==> src/rtl/dmem_arb_pkg.sv <==
// Shared types and constants for the data-memory arbiter.
package dmem_arb_pkg;

  typedef enum logic {
    PRIO0,
    PRIO1
  } arb_state_t;

  localparam int unsigned PORT_CPU   = 0;
  localparam int unsigned PORT_AUX   = 1;
  localparam int unsigned HOLD_CNT_W = 4;

endpackage

==> src/rtl/dmem_arb_resp.sv <==
// Per-port read-capture register: latches memory read data at the end of a
// read grant and pulses rvalid for exactly the following cycle.
module dmem_arb_resp #(
  parameter int unsigned DATA_W = 32
) (
  input  logic              clk,
  input  logic              reset_n,
  input  logic              rd_en,
  input  logic [DATA_W-1:0] mem_rdata,
  output logic              rvalid,
  output logic [DATA_W-1:0] rdata
);

  // Capture read data on a read grant; rdata holds until the next read.
  always_ff @(posedge clk or negedge reset_n) begin
    if (!reset_n) begin
      rvalid <= 1'b0;
      rdata  <= '0;
    end else begin
      rvalid <= rd_en;
      if (rd_en) begin
        rdata <= mem_rdata;
      end
    end
  end

endmodule

==> src/rtl/dmem_arbiter.sv <==
// Two-port arbiter for the single-ported data memory. Port 0 (CPU) has fixed
// priority; a starvation guard forces a port-1 grant after MAX_HOLD
// consecutive port-0 grants while port 1 waits.
module dmem_arbiter
  import dmem_arb_pkg::*;
#(
  parameter int unsigned ADDR_W   = 32,
  parameter int unsigned DATA_W   = 32,
  parameter int unsigned MAX_HOLD = 4
) (
  input  logic              clk,
  input  logic              reset_n,

  input  logic              req0,
  input  logic              we0,
  input  logic [ADDR_W-1:0] addr0,
  input  logic [DATA_W-1:0] wdata0,
  output logic              gnt0,
  output logic              rvalid0,
  output logic [DATA_W-1:0] rdata0,

  input  logic              req1,
  input  logic              we1,
  input  logic [ADDR_W-1:0] addr1,
  input  logic [DATA_W-1:0] wdata1,
  output logic              gnt1,
  output logic              rvalid1,
  output logic [DATA_W-1:0] rdata1,

  output logic [ADDR_W-1:0] memAddr,
  output logic [DATA_W-1:0] memWriteData,
  output logic              MemWrite,
  output logic              MemRead,
  input  logic [DATA_W-1:0] memReadData
);

  arb_state_t            state, state_nxt;
  logic [HOLD_CNT_W-1:0] hold_cnt, hold_cnt_nxt;
  logic [1:0]            gnt;

  // State and starvation counter registers.
  always_ff @(posedge clk or negedge reset_n) begin
    if (!reset_n) begin
      state    <= PRIO0;
      hold_cnt <= '0;
    end else begin
      state    <= state_nxt;
      hold_cnt <= hold_cnt_nxt;
    end
  end

  // Grant selection and next-state logic.
  // Reaching MAX_HOLD moves to PRIO1 with the counter already cleared, so
  // every exit from PRIO1 sees holdCnt = 0 without extra logic there.
  always_comb begin
    gnt          = '0;
    state_nxt    = PRIO0;
    hold_cnt_nxt = '0;
    if (reset_n) begin
      if (state == PRIO1 && req1) begin
        gnt[PORT_AUX] = 1'b1;
      end else if (req0) begin
        gnt[PORT_CPU] = 1'b1;
      end else if (req1) begin
        gnt[PORT_AUX] = 1'b1;
      end
      if (state == PRIO0 && gnt[PORT_CPU] && req1) begin
        if (hold_cnt == HOLD_CNT_W'(MAX_HOLD - 1)) begin
          state_nxt = PRIO1;
        end else begin
          hold_cnt_nxt = hold_cnt + 1'b1;
        end
      end
    end
  end

  assign gnt0 = gnt[PORT_CPU];
  assign gnt1 = gnt[PORT_AUX];

  // Memory drive: mux the granted port's qualifiers, all zero when idle.
  always_comb begin
    memAddr      = '0;
    memWriteData = '0;
    MemWrite     = 1'b0;
    MemRead      = 1'b0;
    if (gnt[PORT_AUX]) begin
      memAddr      = addr1;
      memWriteData = wdata1;
      MemWrite     = we1;
      MemRead      = ~we1;
    end else if (gnt[PORT_CPU]) begin
      memAddr      = addr0;
      memWriteData = wdata0;
      MemWrite     = we0;
      MemRead      = ~we0;
    end
  end

  dmem_arb_resp #(.DATA_W(DATA_W)) u_resp0 (
    .clk       (clk),
    .reset_n   (reset_n),
    .rd_en     (gnt0 & ~we0),
    .mem_rdata (memReadData),
    .rvalid    (rvalid0),
    .rdata     (rdata0)
  );

  dmem_arb_resp #(.DATA_W(DATA_W)) u_resp1 (
    .clk       (clk),
    .reset_n   (reset_n),
    .rd_en     (gnt1 & ~we1),
    .mem_rdata (memReadData),
    .rvalid    (rvalid1),
    .rdata     (rdata1)
  );

endmodule

==> config.mk <==
export PLATFORM = sky130hd
export DESIGN_NAME = dmem_arbiter
export DESIGN_NICKNAME = d
export VERILOG_FILES = /design/src/rtl/dmem_arb_pkg.sv /design/src/rtl/dmem_arb_resp.sv /design/src/rtl/dmem_arbiter.sv
export SDC_FILE = /design/constraint.sdc
export NUM_CORES = 1
export LEC_CHECK = 0
export BUFFER_PORTS_ARGS = -buffer_cell sky130_fd_sc_hd__clkbuf_2
export CORE_AREA = 2 2 115 117
export CTS_BUF_LIST = sky130_fd_sc_hd__clkbuf_16
export CTS_CLUSTER_SIZE = 20
export DETAILED_ROUTE_END_ITERATION = 10
export DIE_AREA = 0 0 117 119
export MAX_ROUTING_LAYER = met4
export PLACE_DENSITY = 0.68
export SETUP_SLACK_MARGIN = 0.4
export SKIP_LAST_GASP = 1
export SLEW_MARGIN = 30
export SYNTH_ARGS = -nofsm -noshare
export SYNTH_HDL_FRONTEND = slang
export SYNTH_SLANG_ARGS = --single-unit
export TNS_END_PERCENT = 20
==> constraint.sdc <==
create_clock -name clk -period 1.36 [get_ports clk]
set_input_delay 0.272 -clock clk [delete_from_list [all_inputs] [get_ports clk]]
set_output_delay 0.272 -clock clk [all_outputs]
set_load 0.01 [all_outputs]
==> results by group <==
Routing
  • Wire length per cell: between 15 and 20 µm
  • Total Wirelength: 14110 µm
  • Initial DRC Count: 198
  • Vias/cell: 4.749
  • Drt pass-1 iters: 6
  • ANT nets after route: 0
  • Via count: 3576
  • Residual DRC count: 0

Worst setup path
  • Slowest stage delay, CP: 0.37 ns
  • Critical path class: reg -> out
  • Top cell by count, worst path: buf_12
  • R2R Path End: u_resp1.rdata[5]
  • Slowest cell on the critical path: dfrtp_1
  • Worst R2R Setup Slack: -0.30 ns
  • Critical path's top delay family: buffers and inverters
  • Worst reg2reg path startpoint: state
  • CP Depth: 7
  • R2R depth: 6
  • Crit start category: flip-flop
  • Setup crit end kind: output port
  • Worst-path cell chain: buf_6, clkinv_4, a21oi_4, buf_12, buf_12, a22o_1, clkbuf_8
  • CP max FO: 11
  • CP startpoint: state
  • Critical path arrival: ~1.7 ns
  • CP endpoint: memAddr[2]
  • Critical Path RT: about 1.1 ns
  • Worst path buffer plus inverter count: 5

Synthesis
  • Mapped Cells: 247
  • Yosys cell types: 23
  • Avg Cell Area, Syn: about 14 µm²
  • Mapped Area: 3361 µm²
  • Compound-Gate Fraction of Synth Area: around 18%
  • Adder-cell share of the synthesized area: less than 1%
  • Synth Area in Simple Gates: 2.681%
  • Mapped Nets: around 410
  • Synth warn: 0
  • Synth area leaders: dfrtp_1, mux2_2, a22o_1, mux2_1, buf_6
  • Register area share after synthesis: 52.87%
  • Synth top area share: between 50 and 60%
  • Yosys top cell by area: dfrtp_1
  • Mux share of post-synthesis cell area: ~21%
  • Synth Area in XOR/XNOR: 0.2606%
  • FF+latch count, synth: 71
  • Largest family of logic cells by synthesized area: multiplexers

CTS
  • CTS tree: built
  • CTS H-tree depth: 3
  • Num CTS Buffers: 9
  • Worst skew pair latency: 0.33 ns
  • Clock Tree Root: clkbuf_16
  • Clock Path Buffers: 2
  • Clock sinks: approximately 70
  • Register clock-pin slew on the reported worst setup and hold paths: roughly 0.050 ns

STA
  • Worst Max-Slew Pin Slew: just over 0.8 ns
  • Tcrit/Tclk final: 144.7%
  • Slew margin rel.: between 40% and 50%
  • # setup viols final: 132
  • Crit path time final: 1.968 ns
  • Setup ws final: -0.6080 ns
  • Setup TNS: -52.92 ns
  • Max Slew Vio Count: 0
  • RSZ-0062 raised after global routing: yes
  • Worst Clk Skew: between 0.006 and 0.007 ns
  • Fmax: roughly 510 MHz
  • Final Hold Vio Count: 0

Final layout
  • Fraction of layout cells with a size suffix above 1: 72.00%
  • Final core occ: a little under half
  • Fill cells: between 1000 and 1500
  • Layout Nets: approximately 740
  • Area Overhead vs Synth: 76.25%

Global routing
  • Initial antenna violation count: 2
  • GRT Overall Usage: about a fifth
  • GRT Residual Overflow: 0
  • First-pass GRT wire length: 18940 µm
  • Vias in the first global route: between 3000 and 4000
  • Largest net degree at the start of global routing: between 60 and 70

Floorplan
  • I/O pin cnt: 300
  • Die Y: 119 µm
  • Die area: ~14000 µm²
  • Core area: roughly 13000 µm²
  • Initial Util: a little over a quarter
  • Die Wd: between 100 and 150 µm
  • Row count: between 40 and 50

Place
  • RD Place Congestion: about 0.90
  • Dpl hpwl: approximately 10000 µm
  • Post-place setup slack: -0.4206 ns
  • I/O Buffers: between 200 and 300

Pwr
  • Overall power: around 7 mW
  • Peak VDD IR: approximately 0.00074 V
  • PwrDens: 1176 nW/µm²
  • Leak Pwr: approximately 3.2 nW

Status
  • Status: finished with violations
  • Violated checks: negative setup slack

Min path
  • Hold Path Origin: memReadData[9]
  • Hold crit path type: in -> reg

Run
  • Max-Cap Viols: 0
## layer usage
layer	vias to the layer above	share of wire (%)	GRT usage, %
li1	1594	-	-
met5	-	0	-
met1	1764	37	20.39
met4	0	4.5	9.926
met2	189	52	33.09
met3	29	6.0	3.053
## worst min path at each step
stage                       endpoint  slack (ns)  cells after the start
floorplan                hold_cnt[0]       -0.02                      0
global placement               state        0.27                      2
detailed placement             state        0.27                      2
CTS                 u_resp1.rdata[9]        0.16                      2
global route        u_resp1.rdata[5]        0.18                      2
finish              u_resp1.rdata[9]        0.18                      2
## worst register-to-register path: cells and delay by family, from the launching register on
kind,cells,cell delay [ns]
buffers and inverters,4,0.50
flip-flops,1,0.37
AO/OA/AOI/OAI,1,0.34
multiplexers,1,0.32
## registers in the layout, indices dropped and copies added, names as in the netlist
register	count
u_resp1.rdata	32
u_resp1.rvalid	1
hold_cnt	4
state	1
u_resp0.rdata	32
u_resp0.rvalid	1
## placed cells by master (no fill, tap or decap), drive strengths merged, types with 2 or more instances in the layout
cell type  instances
nor3b              2
diode              2
nand2              4
a22o              64
clkbuf           268
a21oi              3
mux2              64
buf               73
dfrtp             71
nor2               4
inv                5
clkinv             3
clkinvlp           2
## repair_timing
action	in CTS	in global routing
buffers inserted	5	2
setup endpoints to repair	205	205
hold endpoints to repair	5	0
hold buffers	1	0
gates cloned	4	7
resized for setup	23	62
pin swaps	8	8
## power breakdown
part           total (mW)  internal [mW]  switching [mW]
logic                1.93           1.02           0.910
registers            2.72           2.51           0.207
clock network        2.32           1.42           0.893
total                6.97           4.96            2.01
## cell usage after synthesis (all sizes together)
cell / number
clkbuf: 4
buf: 17
o21a: 1
nand3b: 1
nand2b: 1
nand3: 1
inv: 4
a21o: 1
nand2: 4
and4: 1
mux2: 64
xor2: 1
nand4: 1
a22o: 64
nor3b: 2
a21oi: 3
nor2: 4
ha: 1
a211o: 1
dfrtp: 71
## per-stage QoR
step / cells / hold WS [ns] / instance area (µm²)
2_1_floorplan: 247 / -0.02359 / 3376
3_3_place_gp: 716 / 0.2663 / 5137
3_5_place_dp: 716 / 0.2720 / 5137
4_1_cts: 742 / 0.1588 / 5675
5_1_grt: 753 / 0.1756 / 5923
6_report: 753 / 0.1759 / 5923
## kinds of logic after synthesis
kind of cell,after synthesis
flops,71
compound gates,70
mux,64
buf+inv,25
simple gates,15
xor+xnor,1
fa+ha+maj,1
## cell type report
cell class / count / area, µm² / area share (%)
clock buffers: 9 / 225.2 / 3.802
inverters: 4 / 20.02 / 0.3380
repair buffers: 333 / 2096 / 35.38
diodes: 2 / 5.005 / 0.08450
multi-input cells: 151 / 1506 / 25.43
well taps: 176 / 220.2 / 3.718
flip-flops and latches: 71 / 1777 / 30.00
clock inverters: 7 / 73.82 / 1.246
No activity file was read; power rests on OpenSTA's default activity.
